### src/rtl/nand_seq_pkg.sv
// nand_seq_pkg: op encodings, FSM states and per-op NAND step counts
package nand_seq_pkg;
  localparam logic [1:0] OP_NAND = 2'b00;
  localparam logic [1:0] OP_AND  = 2'b01;
  localparam logic [1:0] OP_OR   = 2'b10;
  localparam logic [1:0] OP_XOR  = 2'b11;
  typedef enum logic [1:0] {IDLE, EXEC, RESP} state_t;
  function automatic logic [2:0] op_steps(input logic [1:0] op);
    return op == OP_NAND ? 3'd1 : op == OP_AND ? 3'd2 : op == OP_OR ? 3'd3 : 3'd4;
  endfunction
endpackage

### src/rtl/nand_seq_arbiter_nand_array.sv
// nand_array: WIDTH gate-level NAND primitives, the only NAND logic in the sequencer
module nand_array #(
  parameter int WIDTH = 8
) (
  input  logic [WIDTH-1:0] x,
  input  logic [WIDTH-1:0] y,
  output logic [WIDTH-1:0] fout
);
  for (genvar i = 0; i < WIDTH; i++) begin : g_nand
    nand u_nand (fout[i], x[i], y[i]);
  end
endmodule

### src/rtl/nand_seq_arbiter.sv
// nand_seq_arbiter: round-robins one shared NAND array between NREQ requesters,
// evaluating NAND/AND/OR/XOR as serial NAND steps
module nand_seq_arbiter
  import nand_seq_pkg::*;
#(
  parameter int WIDTH = 8,
  parameter int NREQ = 2,
  localparam int IDW = NREQ > 1 ? $clog2(NREQ) : 1
) (
  input  logic                    clk,
  input  logic                    rst_n,
  input  logic [NREQ-1:0]         req_valid,
  output logic [NREQ-1:0]         req_ready,
  input  logic [2*NREQ-1:0]       req_op,
  input  logic [WIDTH*NREQ-1:0]   req_a,
  input  logic [WIDTH*NREQ-1:0]   req_b,
  output logic                    rsp_valid,
  output logic [IDW-1:0]          rsp_id,
  output logic [WIDTH-1:0]        rsp_data,
  input  logic                    rsp_ready
);
  state_t state, state_n;
  logic [IDW-1:0] last_grant, grant, idx, id;
  logic found, last_step, to_r1;
  logic [1:0] op, step;
  logic [WIDTH-1:0] a, b, r0, r1, x, y, fout;
  logic [WIDTH-1:0] a_in [NREQ];
  logic [WIDTH-1:0] b_in [NREQ];
  logic [1:0] op_in [NREQ];

  for (genvar i = 0; i < NREQ; i++) begin : g_unpack
    assign a_in[i] = req_a[WIDTH*i +: WIDTH];
    assign b_in[i] = req_b[WIDTH*i +: WIDTH];
    assign op_in[i] = req_op[2*i +: 2];
  end

  // first valid requester searching upward from the one after last_grant
  always_comb begin
    grant = '0;
    idx = '0;
    found = 1'b0;
    for (int k = 1; k <= NREQ; k++) begin
      idx = IDW'((int'(last_grant) + k) % NREQ);
      if (!found && req_valid[idx]) begin
        found = 1'b1;
        grant = idx;
      end
    end
  end

  assign req_ready = (state == IDLE && found) ? NREQ'(1) << grant : '0;

  // operand routing per step; r1 is only written as the second step of OR and XOR
  assign x = op == OP_OR  ? (step == 2'd0 ? a : step == 2'd1 ? b : r0)
           : op == OP_XOR ? (step <= 2'd1 ? a : step == 2'd2 ? b : r0)
           :                (step == 2'd0 ? a : r0);
  assign y = op == OP_OR  ? (step == 2'd0 ? a : step == 2'd1 ? b : r1)
           : op == OP_XOR ? (step == 2'd0 ? b : step == 2'd3 ? r1 : r0)
           :                (step == 2'd0 ? b : r0);
  assign to_r1 = step == 2'd1 && (op == OP_OR || op == OP_XOR);
  assign last_step = {1'b0, step} == op_steps(op) - 3'd1;

  nand_array #(.WIDTH(WIDTH)) u_array (
    .x(x),
    .y(y),
    .fout(fout)
  );

  always_ff @(posedge clk or negedge rst_n)
    if (!rst_n) state <= IDLE;
    else state <= state_n;

  always_comb begin
    state_n = state == IDLE ? (found ? EXEC : IDLE)
            : state == EXEC ? (last_step ? RESP : EXEC)
            : state == RESP ? (rsp_ready ? IDLE : RESP)
            : IDLE;
  end

  always_ff @(posedge clk or negedge rst_n) begin
    if (!rst_n) begin
      last_grant <= IDW'(NREQ - 1);
      id <= '0;
      a <= '0;
      b <= '0;
      op <= OP_NAND;
      step <= '0;
      r0 <= '0;
      r1 <= '0;
    end else if (state == IDLE && found) begin
      last_grant <= grant;
      id <= grant;
      a <= a_in[grant];
      b <= b_in[grant];
      op <= op_in[grant];
      step <= '0;
    end else if (state == EXEC) begin
      step <= step + 2'd1;
      if (to_r1) r1 <= fout;
      else r0 <= fout;
    end
  end

  assign rsp_valid = state == RESP;
  assign rsp_id = id;
  assign rsp_data = r0;
endmodule

### config.mk
export PLATFORM = sky130hd
export DESIGN_NAME = nand_seq_arbiter
export DESIGN_NICKNAME = d
export VERILOG_FILES = /design/src/rtl/nand_seq_pkg.sv /design/src/rtl/nand_seq_arbiter_nand_array.sv /design/src/rtl/nand_seq_arbiter.sv
export SDC_FILE = /design/constraint.sdc
export NUM_CORES = 1
export LEC_CHECK = 0
export ABC_AREA = 1
export BUFFER_PORTS_ARGS = -buffer_cell sky130_fd_sc_hd__buf_2
export CAP_MARGIN = 25
export CORE_MARGIN = 3
export CORE_UTILIZATION = 50
export CTS_CLUSTER_SIZE = 16
export DETAILED_ROUTE_END_ITERATION = 7
export PLACE_DENSITY_LB_ADDON = 0.12
export SLEW_MARGIN = 20
export SYNTH_ARGS = -nofsm -noshare
export SYNTH_HDL_FRONTEND = slang
export SYNTH_SLANG_ARGS = --single-unit
### constraint.sdc
create_clock -name clk -period 1.65 [get_ports clk]
set_input_delay 0.165 -clock clk [delete_from_list [all_inputs] [get_ports clk]]
set_output_delay 0.165 -clock clk [all_outputs]
set_load 0.02 [all_outputs]
# Word-level counts from Yosys, hierarchy flattened
# Cells that the tools add are included.
# Widths: inputs -> output; s select.
# word_totals
ff_bits,40
out_inout_bits,12
wordCells,100
# op_classes
addsub,4
n_lt_le_gt_ge,4
n_eq_ne,9
shifts,1
muxes,43
n_bitwise,19
reduce_logical,11
# op_table
operator,count
$mux 8,20
$mux 2,11
$eq 2x2->1 const B,5
$not 1->1,10
$mux 1,9
$mux 3,3
$and 1x1->1,8
$eq 2x1->1 const B,3
$logic_not 2->1,3
$reduce_and 3->1,2
$lt 1x2->1 const B,2
$eq 2x3->1,1
$logic_and 1x1->1,3
$sub 3x1->3 const B,1
$add 1x1->1 const B,2
$add 2x1->2 const B,1
$ge 2x2->1 const B,1
$le 2x1->1 const B,1
$not 1->2,1
$reduce_bool 2->1,1
$shl 1x1->2 const A,1
$logic_not 1->1,1
$logic_or 1x1->1,1

# Logic depth before layout (Yosys ltp)
# Gate-level depths: netlist (run 1).
# logic_depth
depth_word,11
depth_mapped,12
depth_no_buf,12

# By module
# A second synthesis (run 1) with hierarchy kept.
# hier_totals
cells_unflattened,456
area_unflattened_um2,2865.2
# by_module_without_submodules
mod,instances,cells_each,area_per_inst_um2,seq_area_each_um2
nand_seq_arbiter,1,448,2835.2,1002.2
nand_array,1,8,30.0,0.0

# Least setup slack after synthesis (run 1)
# OpenSTA, ideal clock, no wires.
# synth_timing
kind,register to register
start,register step[1]
end,register r0[1] (netlist: rsp_data[1])
setup_time_ns,0.117
t_arrival_ns,1.467
required_time_ns,1.533
path_slack_ns,0.066
stages_incl_launch_ff,12
cell_sequence,dfrtp_1 -> inv_2 -> ha_1 -> buf_4 -> inv_1 -> nand2_1 -> nand2_2 -> nor2_1 -> a21oi_1 -> nand3_1 -> nand2_1 -> nand2_1
# synth_via
elab_chain_len,7
# synth_lines
item,line,text
start: declaration,nand_seq_arbiter.sv:25,"logic [1:0] op, step;"
start signal: assignment,nand_seq_arbiter.sv:98,step <= step + 2'd1;
$eq 2x2->1 (on tied branches),"nand_seq_arbiter.sv:55, nand_seq_arbiter.sv:58",
$mux 8 (on tied branches) (3 in a row),"nand_seq_arbiter.sv:55, nand_seq_arbiter.sv:58",
$mux 8 (on tied branches),"nand_seq_arbiter.sv:54, nand_seq_arbiter.sv:57",
$and 1x1->1,nand_seq_arbiter_nand_array.sv:10,"nand u_nand (fout[i], x[i], y[i]);"
$not 1->1,nand_seq_arbiter_nand_array.sv:10,
end signal: assignment,nand_seq_arbiter.sv:100,else r0 <= fout;
end: declaration,nand_seq_arbiter.sv:26,"logic [WIDTH-1:0] a, b, r0, r1, x, y, fout;"
# Several ways; a longest one is shown, not always the timed one.
# A chain may end at the register's enable or synchronous reset.

# Final worst setup path (run 1)
# layout_timing
start,register step[1]
end,register r1[3]
# layout_via
elab_chain_len,7
# layout_lines
item,line,text
$eq 2x2->1 (on tied branches),"nand_seq_arbiter.sv:55, nand_seq_arbiter.sv:58",
$mux 8 (on tied branches) (3 in a row),"nand_seq_arbiter.sv:55, nand_seq_arbiter.sv:58",
$mux 8 (on tied branches),"nand_seq_arbiter.sv:54, nand_seq_arbiter.sv:57",
$and 1x1->1,nand_seq_arbiter_nand_array.sv:10,
$not 1->1,nand_seq_arbiter_nand_array.sv:10,
end signal: assignment,nand_seq_arbiter.sv:99,if (to_r1) r1 <= fout;
end: declaration,nand_seq_arbiter.sv:26,
# Several ways; a longest one is shown, not always the timed one.

==> qor.tcl, run 1 <==
set qor(route.detailed.drc) 0
set qor(ir_drop_v) 0.0009754
set qor(worst_setup_path_end_kind) {flop}
set qor(critPathKind) {reg -> reg}
set qor(dr_total_vias) 2790
set qor(worstPathArrival_ns) 1.83
set qor(maxCapViolCount) 0
set qor(htreeDepth) 2
set qor(grt_pass1_vias) 2622
set qor(timing.slew.headroom) 0.7000
set qor(clock_insertion_delay_worst_skew_ns) 0.30
set qor(io_buffer_count) 52
set qor(sum_of_internal_switching_and_leakage_power_w) 0.007318
set qor(area_growth_pct) 31.67
set qor(routed_len_inst_um) 14.01
set qor(grt_remaining_overflow) 0
set qor(share_comb_of_total_power) 0.621
set qor(cts_root_buf) {sky130_fd_sc_hd__clkbuf_8}
set qor(finalHoldViolCount) 0
set qor(switchingPower_w) 0.003553
set qor(nets) 503
set qor(synthSimpleGateAreaFrac) 0.4047
set qor(critical_path_required_ns) 1.84
set qor(crit_start) {step[1]}
set qor(synth_mux_area_frac) 0
set qor(drt_first_pass_iters) 4
set qor(synth.net_count) 419
set qor(synth_top_area_share) 0.3772
set qor(min_path_type) {in -> reg}
set qor(synthesis.area_um2) 2587
set qor(post_synth_fa_ha_maj_area_fraction) 0.01934
set qor(placementRows) 25
set qor(ys_warn_count) 0
set qor(floorplan.initialDensity) 0.5337
set qor(static-leakage-power_nw) 1.769
set qor(timing.clock.skew_ns) 0.01065
set qor(netlist-cell-type-count) 27
set qor(routed_via_count_divided_by_cell_count) 5.304
set qor(synth_compound_gate_area_share) 0.09429
set qor(place_congestion) 0.9128
set qor(drtIter0Drc) 304
set qor(synth_top_family_by_area) {simple AND/OR/NAND/NOR gates}
set qor(synth_largest_area_cell) {sky130_fd_sc_hd__dfrtp_1}
set qor(grt_util_all_layers) 0.2438
set qor(n_antenna_cell) 0
set qor(grt_first_pass_wirelength_um) 11740
set qor(cell_internal_pwr_w) 0.003764
set qor(cts-buffers-inserted) 5
set qor(finalCritPeriodShare) 0.9949
set qor(ys_ff_latch) 40
set qor(place.detailed.hpwl_um) 5330
set qor(synth.most_common_cell) {sky130_fd_sc_hd__nand2_1}
set qor(startpoint_type) {flop}
set qor(cts.sinks) 40
set qor(reg_power_frac) 0.271
set qor(status) {completed}
set qor(yosysSeqAreaShare) 0.3873
set qor(syn-instance-count) 374
set qor(cts.reportedPaths.clkPinSlew_ns) 0.08
set qor(crit-reg2reg-launch) {step[1]}
set qor(sw_frac_of_total) 0.4856
set qor(grt_setup_unrepaired) {yes}
set qor(slew_viol_final) 0
set qor(worst-path-max-fanout) 6
set qor(max_freq_mhz) 609.2
set qor(finalCoreUtilization) 0.7027
set qor(p_clk_frac) 0.108
set qor(design.die.area_um2) 6074
set qor(netlist_top_cells_area) {sky130_fd_sc_hd__dfrtp_1 (38%), sky130_fd_sc_hd__nand2_1 (25%), sky130_fd_sc_hd__nand3_1 (6.2%)}
set qor(yosys_most_used_dff) {sky130_fd_sc_hd__dfrtp_1}
set qor(post_synth.cell_area_avg_um2) 6.918
set qor(synth-xor-area-share) 0
set qor(power_per_cell_area_nw_per_um2) 2148
set qor(worstHoldStart) {rsp_ready}
set qor(clk_path_buf_depth) 2
set qor(asyncSetResetFlopFracSynth) 1.000
set qor(die_w_um) 77.94
set qor(floorplan.io_pins) 53
set qor(coreArea_um2) 4848
set qor(timing.final.setup_violations) 0
set qor(die-height_um) 77.94
set qor(grt_start_max_net_pins) 23
set qor(number_of_enable_flip_flop_cells_after_synthesis) 0
set qor(layout-drive-gt1-share) 0.3094
set qor(timing_worst_slew_pin_value_ns) 0.4500
set qor(cts_tree) {yes}
set qor(routed_wirelength_um) 7369
set qor(synth.cells.most_frequent) {sky130_fd_sc_hd__nand2_1 (172), sky130_fd_sc_hd__dfrtp_1 (39), sky130_fd_sc_hd__inv_1 (36)}
set qor(finalWorstPathRequiredPeriod_ns) 1.642
set qor(antenna_found_initial) 0
set qor(drt.antenna.violating_nets) 0
==> placed cells by master, fill, tap and decap left out, types with 2 or more instances in the layout <==
master	synthesis	routed
sky130_fd_sc_hd__a21oi_2	0	2
sky130_fd_sc_hd__buf_12	0	2
sky130_fd_sc_hd__buf_2	2	52
sky130_fd_sc_hd__buf_4	1	27
sky130_fd_sc_hd__buf_6	6	2
sky130_fd_sc_hd__clkbuf_8	0	5
sky130_fd_sc_hd__dfrtp_1	39	36
sky130_fd_sc_hd__dfrtp_2	0	3
sky130_fd_sc_hd__ha_4	0	4
sky130_fd_sc_hd__inv_1	36	31
sky130_fd_sc_hd__inv_2	5	5
sky130_fd_sc_hd__inv_4	0	3
sky130_fd_sc_hd__nand2_1	172	167
sky130_fd_sc_hd__nand2_2	2	7
sky130_fd_sc_hd__nand2_4	3	2
sky130_fd_sc_hd__nand3_1	32	28
sky130_fd_sc_hd__nand3_2	2	6
sky130_fd_sc_hd__nand4_1	5	5
sky130_fd_sc_hd__nor2_1	17	15
sky130_fd_sc_hd__nor2_2	2	2
sky130_fd_sc_hd__nor2_4	3	5
sky130_fd_sc_hd__o211ai_1	14	14
sky130_fd_sc_hd__o211ai_2	3	3
sky130_fd_sc_hd__o21ai_0	11	10
sky130_fd_sc_hd__o21ai_1	5	6
sky130_fd_sc_hd__or2_2	2	2
==> worst max-delay path, cell delays in order (launching register included) <==
cell                      delay, ns
sky130_fd_sc_hd__dfrtp_2       0.47
sky130_fd_sc_hd__buf_6         0.15
sky130_fd_sc_hd__ha_4          0.18
sky130_fd_sc_hd__inv_4         0.08
sky130_fd_sc_hd__nand2_1       0.06
sky130_fd_sc_hd__nand3_1       0.11
sky130_fd_sc_hd__nand2_1       0.06
sky130_fd_sc_hd__nand2_1       0.06
sky130_fd_sc_hd__nand2_1       0.05
sky130_fd_sc_hd__nor2_1        0.09
sky130_fd_sc_hd__nand2_1       0.09
sky130_fd_sc_hd__nand2_1       0.07
sky130_fd_sc_hd__nand2_1       0.04
==> kinds of logic after synthesis <==
family,after synthesis
and+or+nand+nor,242
AOI/OAI and AO/OA,37
adders and majority gates,4
DFF,40
buffers and inverters,51
==> power by group through the flow <==
stage          Combinational (W)  Sequential, W  Clock, W
4_1_cts                  0.00390        0.00192  0.000804
5_1_grt                  0.00506        0.00203  0.000851
6_report                 0.00455        0.00198  0.000790
2_1_floorplan            0.00272        0.00194         0
3_3_place_gp             0.00377        0.00193         0
3_5_place_dp             0.00383        0.00193         0
==> state kept, by name (all words and copies together) (netlist names) <==
| signal | cells |
|---|---|
| r1 | 8 |
| b | 8 |
| step | 2 |
| rsp_id | 1 |
| state | 2 |
| rsp_data | 8 |
| last_grant | 1 |
| a | 8 |
| op | 2 |
==> path summary, 6_finish.rpt <==
path                            slack (ns)  cells past startpoint    endpoint
min in group asynchronous             0.34                      2    state[0]
worst max register to register       0.008                     12       r1[3]
worst min register to register        0.48                      2  last_grant
worst max-delay path                 0.008                     12       r1[3]
max in group asynchronous             0.83                      3        a[2]
worst min-delay path                  0.05                      2    state[1]
==> metrics by stage <==
step | setup slack [ns] | std cells | area, um2 | TNS [ns] | hold slack [ns]
detailed placement | -0.04296 | 505 | 3017 | -0.1571 | 0.1432
finish | 0.008417 | 526 | 3407 | 0 | 0.05094
global route | -0.07436 | 526 | 3407 | -0.6057 | 0.05276
global placement | -0.002354 | 505 | 3017 | -0.002354 | 0.1491
floorplan | 0.06636 | 374 | 2587 | 0 | -0.1306
CTS | 0.002191 | 516 | 3158 | 0 | 0.04663
==> layer usage <==
layer / GRT usage / vias to the layer above / part of all wire / wire length [um]
met3: 0.04872 / 22 / 0.052 / 384
met5: 0 / - / 0 / 0
li1: - / 1356 / - / -
met4: 0.1259 / 0 / 0.026 / 189
met1: 0.3121 / 1317 / 0.43 / 3173
met2: 0.3896 / 95 / 0.49 / 3622
==> final cells by class <==
class                      count  area (um2)
clock inverter                 2       35.03
clock buffer                   6       72.57
tap                           67       83.83
fill                         399        1441
timing repair buffer          86       575.6
sequential                    40        1006
inverter                      42       178.9
multi-input combinational    283        1455
==> what timing repair did <==
action / in CTS / in global routing
setup buffers: 2 / 9
gates resized for setup: 4 / 39
hold endpoints to repair: 17 / 0
endpoints found under the setup margin: 16 / 18
hold buffers: 1 / 0
pin swaps: 1 / 10
gates cloned: 0 / 1
Note: power is estimated with default switching activity, not from simulation.
==> run 2, diff against run 1 <==
--- a/config.mk
+++ b/config.mk
@@ -9,11 +9,12 @@
 export BUFFER_PORTS_ARGS = -buffer_cell sky130_fd_sc_hd__buf_2
 export CAP_MARGIN = 25
 export CORE_MARGIN = 3
-export CORE_UTILIZATION = 50
+export CORE_UTILIZATION = 51
 export CTS_CLUSTER_SIZE = 16
 export DETAILED_ROUTE_END_ITERATION = 7
 export PLACE_DENSITY_LB_ADDON = 0.12
 export SLEW_MARGIN = 20
 export SYNTH_ARGS = -nofsm -noshare
 export SYNTH_HDL_FRONTEND = slang
+export SYNTH_HIERARCHICAL = 1
 export SYNTH_SLANG_ARGS = --single-unit
==> run 2 against run 1 <==
  * The run now ends with negative setup slack left
  * Largest cell class unchanged
  * Combinational power increased by 26%
  * Maximum frequency decreased by 3.4%
  * Clock power decreased by 16%
==> qor.tcl, run 2 <==
set qor(timing.final.setup_violations) 14
set qor(layout-drive-gt1-share) 0.3141
set qor(status) {complete, but fails checks}
set qor(io_buffer_count) 52
set qor(post_layout_nonfiller_instances) 608
set qor(placementRows) 26
set qor(coreArea_um2) 5270
set qor(synth.cells.most_frequent) {sky130_fd_sc_hd__nand2_1 (226), sky130_fd_sc_hd__nand3_1 (51), sky130_fd_sc_hd__dfrtp_1 (39)}
set qor(timing.slew.headroom) 0.6937
set qor(layout_commonest_cell) {sky130_fd_sc_hd__nand2_1}
set qor(cts.reportedPaths.clkPinSlew_ns) 0.08
set qor(critical-path-top-cell-by-count) {sky130_fd_sc_hd__nand2_1}
set qor(sum_of_internal_switching_and_leakage_power_w) 0.008443
set qor(cts.sinks) 40
set qor(grt_pass1_vias) 3106
set qor(place_congestion) 0.9376
set qor(post_synth.cell_area_avg_um2) 6.283
set qor(cp_slowest_stage_delay_ns) 0.44
set qor(antenna_found_initial) 0
set qor(place_ws_ns) -0.3037
set qor(floorplan.io_pins) 53
set qor(drt_first_pass_iters) 5
set qor(die_w_um) 80.96
set qor(finalWorstPathRequiredPeriod_ns) 1.700
set qor(asyncSetResetFlopFracSynth) 1.000
set qor(grt_setup_unrepaired) {yes}
set qor(die-height_um) 80.96
set qor(min_path_type) {in -> reg}
set qor(htreeDepth) 2
set qor(grt_remaining_overflow) 0
set qor(ys_warn_count) 6
set qor(synth.net_count) 501
set qor(netlist_top_cells_area) {sky130_fd_sc_hd__dfrtp_1 (34%), sky130_fd_sc_hd__nand2_1 (30%), sky130_fd_sc_hd__nand3_1 (8.9%)}
set qor(grt_util_all_layers) 0.2799
set qor(routed_wirelength_um) 8685
set qor(crit-reg2reg-launch) {step[0]}
set qor(area_growth_pct) 31.35
set qor(layout_common_cells) {sky130_fd_sc_hd__nand2_1 (211), sky130_fd_sc_hd__buf_2 (51), sky130_fd_sc_hd__nand3_1 (48), sky130_fd_sc_hd__dfrtp_1 (39), sky130_fd_sc_hd__buf_4 (31)}
set qor(synth_largest_area_cell) {sky130_fd_sc_hd__dfrtp_1}
set qor(routed_via_count_divided_by_cell_count) 5.355
set qor(clock_insertion_delay_worst_skew_ns) 0.31
set qor(grt_start_max_net_pins) 23
set qor(hold-worst-slack_ns) 0.05578
set qor(number_of_enable_flip_flop_cells_after_synthesis) 0
set qor(static-leakage-power_nw) 2.016
set qor(place.detailed.hpwl_um) 6073
set qor(routed_len_inst_um) 14.28
set qor(maxCapViolCount) 0
set qor(worst-path-max-fanout) 7
set qor(syn-instance-count) 456
set qor(yosysSeqAreaShare) 0.3498
set qor(final_critical_path_setup_slack_ns) -0.04974
set qor(slew_viol_final) 0
set qor(placed_cells) 589
set qor(critPathKind) {reg -> reg}
set qor(synth_top_area_share) 0.3406
set qor(power_per_cell_area_nw_per_um2) 2243
set qor(cts_tree) {yes}
set qor(clk_path_buf_depth) 2
set qor(synth.most_common_cell) {sky130_fd_sc_hd__nand2_1}
set qor(timing_worst_slew_pin_value_ns) 0.4594
set qor(crit_start) {step[0]}
set qor(dr_total_vias) 3256
set qor(startpoint_type) {flop}
set qor(route.detailed.drc) 0
set qor(nets) 582
set qor(synthesis.area_um2) 2865
set qor(crit_chain) {inv_2 > ha_4 > buf_12 > buf_8 > nor2_2 > nand2_1 > nand3_1 > nand2_1 > nand3_1 > nand2_1 > inv_2 > o21ai_1}
set qor(floorplan.initialDensity) 0.5437
set qor(violations) {negative setup slack}
set qor(grt_first_pass_wirelength_um) 14110
set qor(ir_drop_v) 0.001102
set qor(finalCritPeriodShare) 1.030
set qor(cts-buffers-inserted) 5
set qor(design.die.area_um2) 6554
set qor(ys_ff_latch) 40
set qor(netlist-cell-type-count) 25
set qor(worstPathArrival_ns) 1.89
set qor(worst_setup_path_end_kind) {flop}
set qor(drt.antenna.violating_nets) 0
set qor(finalCoreUtilization) 0.7142
set qor(timing.clock.skew_ns) 0.006371
set qor(max_freq_mhz) 588.3
set qor(finalHoldViolCount) 0
set qor(n_antenna_cell) 0
set qor(yosys_most_used_dff) {sky130_fd_sc_hd__dfrtp_1}
set qor(critPathSlowestCell) {sky130_fd_sc_hd__dfrtp_1}
set qor(cts_root_buf) {sky130_fd_sc_hd__clkbuf_8}
set qor(drtIter0Drc) 269
set qor(worstHoldStart) {req_a[0]}
set qor(critical_path_required_ns) 1.84
==> run 2: cell types whose count changed after synthesis, moves of 3 or more <==
cell / change
sky130_fd_sc_hd__inv_1: -4
sky130_fd_sc_hd__nor2_1: +9
sky130_fd_sc_hd__nand2_1: +54
sky130_fd_sc_hd__o21ai_1: -3
sky130_fd_sc_hd__o21ai_0: +14
sky130_fd_sc_hd__nand3_1: +19
sky130_fd_sc_hd__o211ai_2: -3
sky130_fd_sc_hd__buf_2: +4
sky130_fd_sc_hd__buf_4: +6
sky130_fd_sc_hd__a21oi_1: +7
sky130_fd_sc_hd__o211ai_1: -14
sky130_fd_sc_hd__nand2_4: -3
==> run 2: routing by layer <==
metal  part of all wire  wire [um]  global-route usage
met1               0.42       3618              0.3584
met2               0.49       4263              0.4647
met3              0.071        616             0.04767
met4              0.022        187              0.1199
met5                  0          0                   0
==> run 2: layout make-up <==
class                      instances  area, um2
clock buffer                       6      72.57
clock inverter                     2      12.51
fill                             436       1506
inverter                          37      150.1
multi-input combinational        359       1770
sequential                        40       1002
tap                               70      87.58
timing repair buffer              94      668.1
==> run 2: critical path: cells and delay by family, from the launching register on <==
kind | cells | cell delay (ns)
AND/OR/NAND/NOR | 6 | 0.45
flip-flops | 1 | 0.44
buffers and inverters | 4 | 0.44
adder cells (fa/ha/maj) | 1 | 0.19
AO/OA/AOI/OAI | 1 | 0.05
==> run 2: kinds of logic (layout without fill, tap and decap cells) <==
| logic type | Yosys count | in the layout | synth area share |
|---|---|---|---|
| and+or+nand+nor | 314 | 314 | 0.4507 |
| buffers and inverters | 57 | 139 | 0.1031 |
| AOI/OAI and AO/OA | 41 | 41 | 0.07904 |
| DFF | 40 | 40 | 0.3498 |
| adders and majority gates | 4 | 4 | 0.01747 |
==> run 2: worst paths after layout <==
| check | to | slack [ns] | cells past startpoint |
|---|---|---|---|
| max in group asynchronous | last_grant | 0.76 | 3 |
| min in group asynchronous | a[7] | 0.34 | 2 |
| setup reg to reg | r1[2] | -0.05 | 12 |
| hold reg to reg | last_grant | 0.49 | 2 |
| setup / recovery | r1[2] | -0.05 | 12 |
| hold / removal | a[0] | 0.06 | 3 |
==> run 2: per-stage QoR <==
stage	TNS, ns	area, um2
after floorplan	0	2865
after detailed placement	-3.981	3329
after CTS	-0.0003535	3568
final	-0.4243	3764
after global placement	-3.330	3329
after global routing	-1.885	3764
==> run 2: power by group <==
group | switching [W] | internal (W) | total [W]
clock network | 0.000370 | 0.000296 | 0.000666
logic | 0.00336 | 0.00236 | 0.00572
registers | 0.000582 | 0.00148 | 0.00206
total | 0.00431 | 0.00413 | 0.00844
==> run 2: timing repair <==
action                                 CTS  global route
pin swaps                               13            36
resized for setup                       45            50
cloned                                   1             0
buffers inserted                         2             8
setup endpoints to repair               17            18
endpoints found under the hold margin   18             0
hold buffers                             1             0
==> run 3, diff against run 2 <==
--- a/config.mk
+++ b/config.mk
@@ -13,6 +13,7 @@
 export CTS_CLUSTER_SIZE = 16
 export DETAILED_ROUTE_END_ITERATION = 7
 export PLACE_DENSITY_LB_ADDON = 0.12
+export RECOVER_POWER = 25
 export SLEW_MARGIN = 20
 export SYNTH_ARGS = -nofsm -noshare
 export SYNTH_HDL_FRONTEND = slang
==> run 3 against run 2 <==
  * The run still ends with negative setup slack left
  * Maximum frequency hardly changed
  * Sequential power hardly changed
  * Clock skew hardly changed
  * Cell area hardly changed
  * Critical path type unchanged
==> qor.tcl, run 3 (synthesis gave the netlist of run 2 again) <==
set qor(worst_setup_path_end_kind) {flop}
set qor(floorplan.initialDensity) 0.5437
set qor(final_critical_path_setup_slack_ns) -0.05034
set qor(critPathSlowestCell) {sky130_fd_sc_hd__dfrtp_1}
set qor(grt_setup_unrepaired) {yes}
set qor(floorplan.io_pins) 53
set qor(area_growth_pct) 31.31
set qor(drtIter0Drc) 269
set qor(hold_path_depth) 3
set qor(timing.clock.skew_ns) 0.006501
set qor(grt_first_pass_wirelength_um) 14110
set qor(status) {complete, but fails checks}
set qor(io_buffer_count) 52
set qor(cts_root_buf) {sky130_fd_sc_hd__clkbuf_8}
set qor(finalHoldViolCount) 0
set qor(final.setup.tns_ns) -0.4153
set qor(placementRows) 26
set qor(drt_first_pass_iters) 5
set qor(grt_pass1_vias) 3106
set qor(routed_via_count_divided_by_cell_count) 5.344
set qor(cts_tree) {yes}
set qor(design.die.area_um2) 6554
set qor(worstHoldStart) {req_a[0]}
set qor(coreArea_um2) 5270
set qor(nets) 582
set qor(layout.area.seq_um2) 1002
set qor(path_delay_family) {simple AND/OR/NAND/NOR gates}
set qor(routedLengthMet1_um) 3642
set qor(met3WireLength_um) 607
set qor(grt_start_max_net_pins) 23
set qor(power_per_cell_area_nw_per_um2) 2242
set qor(n_antenna_cell) 0
set qor(grt_remaining_overflow) 0
set qor(multi_input_area_um2) 1770
set qor(worst-path-max-fanout) 7
set qor(finalWorstPathRequiredPeriod_ns) 1.700
set qor(dr_total_vias) 3249
set qor(grt_util_all_layers) 0.2799
set qor(place_congestion) 0.9376
set qor(worstPathArrival_ns) 1.89
set qor(critPathKind) {reg -> reg}
set qor(cp_slowest_stage_delay_ns) 0.44
set qor(layout.filler_cells) 437
set qor(timing_worst_slew_pin_value_ns) 1.112
set qor(crit_start) {step[0]}
set qor(worstRegToRegCells) 12
set qor(crit_chain) {inv_2 > ha_4 > buf_12 > buf_8 > nor2_2 > nand2_1 > nand3_1 > nand2_1 > nand3_1 > nand2_1 > inv_2 > o21ai_1}
set qor(max_freq_mhz) 588.1
set qor(critical_path_required_ns) 1.84
set qor(maxCapViolCount) 0
set qor(routed_wirelength_um) 8680
set qor(drt.antenna.violating_nets) 0
set qor(routed_len_inst_um) 14.28
set qor(clock_insertion_delay_worst_skew_ns) 0.31
set qor(route.detailed.drc) 0
set qor(htreeDepth) 2
set qor(layout_commonest_cell) {sky130_fd_sc_hd__nand2_1}
set qor(hold-worst-slack_ns) 0.05579
set qor(worstReg2RegEnd) {r1[2]}
set qor(violations) {negative setup slack}
set qor(place.detailed.hpwl_um) 6073
set qor(finalCoreUtilization) 0.7139
set qor(timing.final.setup_violations) 15
set qor(layout-drive-gt1-share) 0.3123
set qor(critical-path-top-cell-by-count) {sky130_fd_sc_hd__nand2_1}
set qor(antenna_found_initial) 0
set qor(slew_viol_final) 0
set qor(ir_drop_v) 0.001102
set qor(clk_path_buf_depth) 2
set qor(met2WireLength_um) 4251
set qor(startpoint_type) {flop}
set qor(maxUsedRoutingLayer) {met4}
set qor(crit-reg2reg-launch) {step[0]}
set qor(place_ws_ns) -0.3037
set qor(min_path_type) {in -> reg}
set qor(cts.sinks) 40
set qor(cts.reportedPaths.clkPinSlew_ns) 0.08
set qor(static-leakage-power_nw) 2.013
set qor(die_w_um) 80.96
set qor(worst-path-buf-inv) 4
set qor(layout_common_cells) {sky130_fd_sc_hd__nand2_1 (211), sky130_fd_sc_hd__buf_2 (50), sky130_fd_sc_hd__nand3_1 (48), sky130_fd_sc_hd__dfrtp_1 (39), sky130_fd_sc_hd__buf_4 (31)}
set qor(die-height_um) 80.96
set qor(timing.slew.headroom) 0.2587
set qor(whs_endpoint) {a[0]}
set qor(ff2ff_setup_slack_ns) -0.05
set qor(cts-buffers-inserted) 5
set qor(finalCritPeriodShare) 1.031
## run 3: cell count changes in the layout (fill, tap and decap cells not counted)
cell | previous run | this run
sky130_fd_sc_hd__buf_2 | 51 | 50
sky130_fd_sc_hd__clkbuf_1 | 1 | 2
## run 3: worst max-delay path by stage
stage	end	slack, ns	depth (start not counted)
2_1_floorplan	r1[6]	0.04	14
3_3_place_gp	r1[3]	-0.23	9
4_1_cts	r1[5]	-0.0004	12
3_5_place_dp	r1[4]	-0.30	8
6_report	r1[2]	-0.05	12
5_1_grt	rsp_data[7]	-0.15	12
## run 3: layer usage
metal | vias up | track usage
met3 | 21 | 0.04767
met2 | 133 | 0.4647
met4 | 0 | 0.1199
met1 | 1502 | 0.3584
met5 | - | 0
li1 | 1593 | -
## run 3: layout make-up
type / count / area share
timing repair buffer: 94 / 0.1773
sequential: 40 / 0.2664
inverter: 37 / 0.03991
clock buffer: 6 / 0.01929
tap: 70 / 0.02328
clock inverter: 2 / 0.003326
multi-input combinational: 359 / 0.4706
## run 3: per-stage QoR
| stage | instances | instance area [um2] | power (W) |
|---|---|---|---|
| after floorplan | 456 | 2865 | 0.005227 |
| after global placement | 589 | 3329 | 0.006553 |
| after detailed placement | 589 | 3329 | 0.006618 |
| after CTS | 600 | 3568 | 0.007788 |
| after global routing | 608 | 3762 | 0.009216 |
| final | 608 | 3762 | 0.008435 |
## run 3: power by group
group	leakage, nW	switching [W]	internal (W)	total, W
logic	1.49	0.00335	0.00235	0.00571
registers	0.485	0.000582	0.00148	0.00206
clock network	0.0412	0.000369	0.000296	0.000665
## run 3: worst min-delay path: stages
cell and delay, ns:
sky130_fd_sc_hd__buf_2 0.07, sky130_fd_sc_hd__nand2_1 0.04, sky130_fd_sc_hd__nand3_1 0.05
## run 3: what timing repair did
| item | CTS | global route |
|---|---|---|
| pin swaps | 13 | 36 |
| setup buffers | 2 | 8 |
| gates resized for setup | 45 | 50 |
| hold buffers | 1 | 0 |
| hold endpoints to repair | 18 | 0 |
| endpoints found under the setup margin | 17 | 18 |
| cloned | 1 | 0 |
